$ cat config.mk
export PLATFORM = sky130hd
export DESIGN_NAME = mips32_prog_loader
export DESIGN_NICKNAME = d
export VERILOG_FILES = /design/src/rtl/mips32_prog_loader.sv
export SDC_FILE = /design/constraint.sdc
export NUM_CORES = 1
export LEC_CHECK = 0
export CORE_ASPECT_RATIO = 0.5
export CORE_UTILIZATION = 50
export DETAILED_ROUTE_END_ITERATION = 16
export PLACE_DENSITY_LB_ADDON = 0.05
export SYNTH_ARGS = -nofsm -noshare
export SYNTH_HDL_FRONTEND = slang
export SYNTH_SLANG_ARGS = --single-unit
$ cat constraint.sdc
create_clock -name clk1 -period 2.6 [get_ports clk1]
set_input_delay 0.26 -clock clk1 [delete_from_list [all_inputs] [get_ports clk1]]
set_output_delay 0.26 -clock clk1 [all_outputs]
set_load 0.005 [all_outputs]
$ cat src/rtl/mips32_prog_loader.sv
// Streams a program into CPU memory, releases the CPU, then reports halt or timeout with the run length.
// Memory write lags each accepted beat by one cycle; load_ready is low outside IDLE/LOAD and the source must hold.
module mips32_prog_loader #(
  parameter int ADDR_W     = 10,
  parameter int BASE_ADDR  = 0,
  parameter int MAX_CYCLES = 1000
) (
  input  logic              clk1,
  input  logic              rst_n,
  input  logic              load_valid,
  output logic              load_ready,
  input  logic [31:0]       load_data,
  input  logic              load_last,
  output logic              mem_we,
  output logic [ADDR_W-1:0] mem_addr,
  output logic [31:0]       mem_wdata,
  output logic              cpu_run,
  input  logic              halted,
  input  logic              clear,
  output logic              done,
  output logic              timeout,
  output logic              overflow,
  output logic [31:0]       cycle_count
);

  localparam logic [2:0] S_IDLE    = 3'd0;
  localparam logic [2:0] S_LOAD    = 3'd1;
  localparam logic [2:0] S_DRAIN   = 3'd2;
  localparam logic [2:0] S_RUN     = 3'd3;
  localparam logic [2:0] S_DONE    = 3'd4;
  localparam logic [2:0] S_TIMEOUT = 3'd5;

  localparam logic [ADDR_W-1:0] BASE  = ADDR_W'(BASE_ADDR);
  localparam logic [ADDR_W-1:0] TOP   = '1;
  localparam logic [31:0]       LIMIT = 32'(MAX_CYCLES);

  logic [2:0]        state;
  logic [2:0]        state_nx;
  logic [ADDR_W-1:0] ptr;
  logic              accept;
  logic              at_top;
  logic              limit_hit;
  logic              load_end;

  assign load_ready = (state == S_IDLE) || (state == S_LOAD);
  assign accept     = load_valid && load_ready;
  assign at_top     = (ptr == TOP);
  assign load_end   = load_last || at_top;
  assign limit_hit  = (cycle_count + 32'd1) >= LIMIT;

  // Derived from the state register so an async reset drops it without waiting for a clock.
  assign cpu_run = (state == S_RUN);

  always_comb begin
    state_nx = state;
    case (state)
      S_IDLE, S_LOAD: begin
        if (accept) state_nx = load_end ? S_DRAIN : S_LOAD;
      end
      S_DRAIN: state_nx = S_RUN;
      S_RUN: begin
        if (halted)         state_nx = S_DONE;
        else if (limit_hit) state_nx = S_TIMEOUT;
      end
      S_DONE, S_TIMEOUT: begin
        if (clear) state_nx = S_IDLE;
      end
      default: state_nx = S_IDLE;
    endcase
  end

  always_ff @(posedge clk1 or negedge rst_n) begin
    if (!rst_n) begin
      state       <= S_IDLE;
      ptr         <= BASE;
      mem_we      <= 1'b0;
      mem_addr    <= BASE;
      mem_wdata   <= 32'd0;
      done        <= 1'b0;
      timeout     <= 1'b0;
      overflow    <= 1'b0;
      cycle_count <= 32'd0;
    end else begin
      state  <= state_nx;
      mem_we <= accept;

      if (accept) begin
        mem_addr  <= ptr;
        mem_wdata <= load_data;
        // Saturate at the top word instead of wrapping over the program start.
        if (!at_top) ptr <= ptr + ADDR_W'(1);
        if (state == S_IDLE) begin
          done        <= 1'b0;
          timeout     <= 1'b0;
          overflow    <= 1'b0;
          cycle_count <= 32'd0;
        end
        if (at_top && !load_last) overflow <= 1'b1;
      end

      if (state == S_RUN) begin
        cycle_count <= cycle_count + 32'd1;
        if (halted)         done    <= 1'b1;
        else if (limit_hit) timeout <= 1'b1;
      end

      // Flags and count remain visible in IDLE until the next program's first beat.
      if ((state == S_DONE || state == S_TIMEOUT) && clear) ptr <= BASE;
    end
  end

endmodule

==> flow_summary_export.csv, run 1 <==
group,metric,value,unit
status,status,"finished clean",
pwr,p_leak,3.04,nW
global_route,grt.total_usage,0.289,
yosys,avgSynthCellArea,8.37,um2
cts,cts_tree,"yes",
cts,cts_sinks,91,
yosys,synthFlopType,"dfrtp_1",
timing,fin_skew,0.00573,ns
cts,clkSlewWorstSetupHoldPaths,0.07,ns
setup_path,cp_slowest_stage_delay,0.39,ns
setup_path,end_kind,"register",
cts,clockRootBuffer,"clkbuf_16",
setup_path,cp.required,2.83,ns
yosys,yosysWarnings,0,
timing,layout_min_cycle_time,2.49,ns
timing,rsz0062_at_grt,"no",
run,cap_violations,0,
global_route,grt_antenna_before_repair,0,
die,dieArea,10600,um2
drt,drtIter0Drc,397,
yosys,async_reset_ff_frac,1.00,
pwr,ir_drop,0.481,mV
min_path,hold_class,"in -> reg",
yosys,synth_area_leaders,"dfrtp_1 (45%), nand2_1 (12%), o21ai_0 (5.4%), nor2_1 (3.6%), nand4_1 (2.6%)",
yosys,yosysTopAreaCell,"dfrtp_1",
die,row_count,25,
cells_and_area,drive_gt1_frac,0.127,
timing,max_freq,0.402,GHz
setup_path,path_cells,"buf_4 > and4_1 > nand4_1 > a211oi_1 > nor2_1 > or3_1 > nor4_1 > nor2_1",
global_route,grt-ovfl-total,0,
yosys,synthCells,605,
yosys,seq_area_frac_synth,0.449,
die,die_x,144,um
yosys,synth_area,5070,um2
place,gp_congestion,0.903,
die,start_util,0.526,
yosys,netlist_top_cells_count,"nand2_1 (163), dfrtp_1 (91), o21ai_0 (55)",
setup_path,startpoint_type,"register",
global_route,grt_pass1_wl,23400,um
setup_path,crit_buf_inv,1,
drt,dr.pass1.iters,5,
cts,htreeDepth,3,
timing,relSlewSlack,0.380,
yosys,yosys.cell_types.count,62,
global_route,grt_max_degree,51,
setup_path,crit_family,"simple AND/OR/NAND/NOR gates",
yosys,synth_edf_count,0,
setup_path,path_max_fanout,11,
place,hpwl,10400,um
place,portBuffers,117,
yosys,synth.most_common_cell,"nand2_1",
timing,hold_violations,0,
yosys,ys_seq_elements,91,
cts,cts_buffers,9,
die,die_h,73.2,um
cells_and_area,num_antenna_cells,0,
timing,slew_violations,0,
setup_path,worstSetupPathType,"reg -> reg",
die,core,9630,um2
timing,worstMarginPinSlew,0.930,ns
die,io_pins,118,
yosys,synth_top_area_frac,0.449,
timing,holdWs,0.444,ns
drt,ant_nets,0,
timing,setup_violations,0,
cells_and_area,fin_nets,775,
setup_path,crit_slowest_cell,"a211oi_1",
cells_and_area,nFillCells,784,
cells_and_area,area_growth_syn_to_layout,36.7,%
pwr,powerDensity,789,nW/um2
timing,post-route-period-util,0.958,
drt,wl,14800,um
cts,clk_latency,0.34,ns
cts,clockBufferDepth,2,
drt,post-route-drc-count,0,
drt,dr_total_vias,5028,
yosys,synth.net_count,645,
timing,fin_setup_tns,0,ns
setup_path,cp_common_cell,"nor2_1",
setup_path,cp.arrival,2.72,ns
drt,wire_per_inst,16.9,um
setup_path,ff2ff_setup_slack,0.11,ns
drt,viasPerCell,5.75,
global_route,grt_pass1_vias,4505,
logic make-up after synthesis:
| group | share of synthesized area |
|---|---|
| and+or+nand+nor | 0.324 |
| buffers and inverters | 0.0452 |
| DFF | 0.449 |
| AOI/OAI and AO/OA | 0.151 |
| muxes | 0.0101 |
| adders and majority gates | 0.00494 |
| xor gates and xnor gates | 0.0156 |
path summary, 6_finish.rpt:
kind | cells past startpoint | endpoint | from
min in group asynchronous | 2 | cycle_count[7] | rst_n
max reg2reg | 8 | state[2] | cycle_count[0]
max | 8 | state[2] | cycle_count[0]
min reg2reg | 2 | mem_wdata[19] | mem_wdata[19]
max in group asynchronous | 3 | mem_wdata[2] | rst_n
min | 3 | mem_wdata[29] | load_data[29]
routing by layer:
metal  global-route usage  vias up  part of all wire
met3               0.0643       15             0.075
met2                0.448      173              0.45
met1                0.412     2423              0.47
li1                     -     2417                 -
met5                    0        -                 0
met4               0.0690        0             0.010
through the flow:
step	setup WS (ns)	instance area [um2]	utilization	std cells	total power, mW
final	0.110	6920	0.719	875	5.46
after global routing	0.0214	6920	0.719	875	5.81
after CTS	0.0948	6860	0.712	872	5.50
after detailed placement	0.114	6530	0.677	855	4.04
after global placement	0.138	6530	0.677	855	3.98
after floorplan	0.328	5070	-	605	2.97
tightest hold or removal path, cell delays in order:
cell and delay, ns:
clkdlybuf4s50_1 0.40, nand2_1 0.06, nand2_1 0.04
area by class of cell:
cell class	instances	area, um2	share of cell area
multi-input combinational	465	2600	0.375
inverter	5	18.8	0.00271
clock inverter	6	96.3	0.0139
sequential	91	2280	0.330
timing repair buffer	163	1530	0.221
tap	135	169	0.0244
clock buffer	10	229	0.0331
where the power goes:
part / internal [mW] / switching, mW / total [mW]
clock: 0.857 / 0.591 / 1.45
combinational: 0.974 / 0.979 / 1.95
sequential: 1.79 / 0.272 / 2.06
state kept, by name, indices dropped and copies added, names as in the netlist:
| register | flops |
|---|---|
| cycle_count | 32 |
| timeout | 1 |
| overflow | 1 |
| mem_we | 1 |
| done | 1 |
| ptr | 10 |
| state | 3 |
| mem_addr | 10 |
| mem_wdata | 32 |
timing repair:
action	4_1_cts	5_1_grt
hold buffers	1	0
endpoints found under the hold margin	49	0
resized for setup	0	12
setup endpoints to repair	0	3
buffers inserted	0	3
placed cells by master, fill, tap and decap left out, drive strengths merged, types with 3 or more instances in the layout:
cell           netlist  routed
o41ai                9       9
inv                  5       8
a211oi               3       3
o31a                 5       5
nor3b                4       4
nand4               24      24
nand2b               3       3
nand2              163     163
mux2i                4       4
dfrtp               91      91
buf                 19      46
clkdlybuf4s50        0     116
nor4                14      14
xor2                 7       7
nand4b               3       3
nand3               27      27
clkbuf              25      10
nor3                13      13
a31oi                9       9
o21ai               56      56
a21oi               15      15
nor2                49      49
and3                 8       8
o31ai                9       9
or3                  3       3
and4                 6       6
Note: power is estimated with default switching activity, not from simulation.
==> inputs of run 2 (changes only) <==
MAX_ROUTING_LAYER = met4   (was default)
PLACE_DENSITY = 0.8   (was default)
PLACE_DENSITY_LB_ADDON = default   (was 0.05)
==> flow_summary_export.csv, run 2 (synthesized netlist as in run 1, its figures left out) <==
group,metric,value,unit
status,status,"finished clean",
die,die_h,73.2,um
cells_and_area,num_antenna_cells,0,
setup_path,cp_slowest_stage_delay,0.51,ns
pwr,pwr-share-comb,0.372,
setup_path,cp.arrival,2.72,ns
die,core,9630,um2
pwr,switching_power,1.85,mW
min_path,hold_depth,3,
die,die_x,144,um
timing,max_freq,0.404,GHz
min_path,hold_class,"in -> reg",
pwr,powerDensity,760,nW/um2
timing,worstMarginPinSlew,0.687,ns
cts,cts_buffers,9,
drt,dr.pass1.iters,5,
cts,clockRootBuffer,"clkbuf_16",
timing,fin_setup_tns,0,ns
pwr,internal-power,3.42,mW
pwr,p_sw_frac,0.351,
cells_and_area,area_growth_syn_to_layout,36.7,%
run,cap_violations,0,
setup_path,path_cells,"ha_1 > and3_1 > nand3_1 > buf_4 > or4_1 > and3b_1 > nand4_1 > nor4_4 > o31ai_1",
min_path,hp-start,"load_data[21]",
timing,hold_violations,0,
setup_path,cp.required,2.85,ns
cts,cts_sinks,91,
drt,wl,15100,um
drt,viasPerCell,5.87,
setup_path,rr_worst_depth,9,
pwr,ir_drop,0.371,mV
setup_path,startpoint_type,"register",
place,dp_slack,0.119,ns
pwr,clockPowerShare,0.235,
timing,layout_min_cycle_time,2.47,ns
setup_path,r2r_end,"timeout",
setup_path,worstSetupPathType,"reg -> reg",
cells_and_area,fin_nets,783,
cells_and_area,top_regs,"cycle_count (32), mem_wdata (32)",
setup_path,ff2ff_setup_slack,0.13,ns
drt,drtIter0Drc,446,
timing,rsz0062_at_grt,"no",
timing,slew_violations,0,
timing,post-route-period-util,0.951,
place,gp_congestion,1.00,
die,row_count,25,
timing,fin_skew,0.00479,ns
cts,htreeDepth,3,
setup_path,crit_slowest_cell,"or4_1",
cells_and_area,final_common_cell,"nand2_1",
global_route,grt_pass1_wl,23600,um
place,hpwl,10600,um
global_route,grt.total_usage,0.301,
setup_path,end_kind,"register",
global_route,grt_antenna_before_repair,0,
drt,ant_nets,0,
timing,relSlewSlack,0.542,
setup_path,r2r-start,"cycle_count[0]",
drt,post-route-drc-count,0,
global_route,grt-ovfl-total,0,
cells_and_area,drive_gt1_frac,0.129,
global_route,grt_max_degree,51,
drt,dr_total_vias,5176,
cts,clockBufferDepth,2,
setup_path,path_max_fanout,5,
die,start_util,0.526,
timing,setup_violations,0,
cts,clk_latency,0.34,ns
cells_and_area,fin_util,0.719,
die,io_pins,118,
cts,clkSlewWorstSetupHoldPaths,0.07,ns
place,portBuffers,117,
die,dieArea,10600,um2
cts,cts_tree,"yes",
min_path,min_to,"mem_wdata[21]",
pwr,p_leak,3.05,nW
timing,setup_ws,0.127,ns
cells_and_area,final_cell_mix,"nand2_1 (163), clkdlybuf4s50_1 (116), dfrtp_1 (89), o21ai_0 (55), buf_4 (52)",
drt,wire_per_inst,17.1,um
pwr,seqPwrFrac,0.393,
global_route,grt_pass1_vias,4746,
## run 2: changes by cell type in the layout (fill, tap and decap cells not counted), moves of 2 or more
cell,delta
dfrtp_1,+4
buf_4,+7
dfrtp_2,-4
bufinv_16,-2
inv_6,-2
## run 2: worst max path at each step
stage	startpoint	to	slack, ns
6_report	cycle_count[0]	timeout	0.13
5_1_grt	cycle_count[0]	state[1]	0.02
4_1_cts	cycle_count[2]	timeout	0.1
3_5_place_dp	cycle_count[2]	timeout	0.12
3_3_place_gp	cycle_count[20]	timeout	0.15
2_1_floorplan	cycle_count[0]	state[2]	0.33
## run 2: power by group through the flow
stage / Sequential, mW / Clock [mW] / Combinational (mW)
finish: 2.07 / 1.24 / 1.96
global route: 2.11 / 1.32 / 2.17
CTS: 2.06 / 1.26 / 1.97
detailed placement: 2.08 / 0 / 1.96
global placement: 2.05 / 0 / 1.90
floorplan: 2.06 / 0 / 0.913
## run 2: area by class of cell
cell class	count	area [um2]
Timing Repair Buffer	170	1580
Tap cell	135	169
Multi-Input combinational cell	466	2600
Clock inverter	6	51.3
Inverter	5	18.8
Fill cell	786	2710
Sequential cell	91	2280
Clock buffer	9	225
## run 2: through the flow
step / instances / total power [mW] / cell area, um2 / hold slack (ns)
detailed placement: 862 / 4.04 / 6570 / 0.334
finish: 882 / 5.26 / 6930 / 0.442
floorplan: 605 / 2.97 / 5070 / -0.0356
global placement: 862 / 3.96 / 6570 / 0.327
global route: 882 / 5.61 / 6930 / 0.450
CTS: 878 / 5.29 / 6860 / 0.434
## run 2: critical path: cells and delay by family, from the launching register on
family	cells	cell delay, ns
simple gates	6	1.38
flops	1	0.36
fa+ha+maj	1	0.25
compound gates	1	0.21
buf+inv	1	0.18
## run 2: what timing repair did
| action | 4_1_cts | 5_1_grt |
|---|---|---|
| buffers inserted | 0 | 3 |
| endpoints found under the setup margin | 0 | 3 |
| hold endpoints to repair | 48 | 0 |
| hold buffers | 1 | 0 |
| gates resized for setup | 0 | 7 |
## run 2: layer usage
layer	vias up	GRT usage	wire length, um
met5	-	-	0
met4	0	0.0772	185
met2	240	0.474	6970
li1	2425	-	-
met3	20	0.0630	1200
met1	2491	0.397	6750
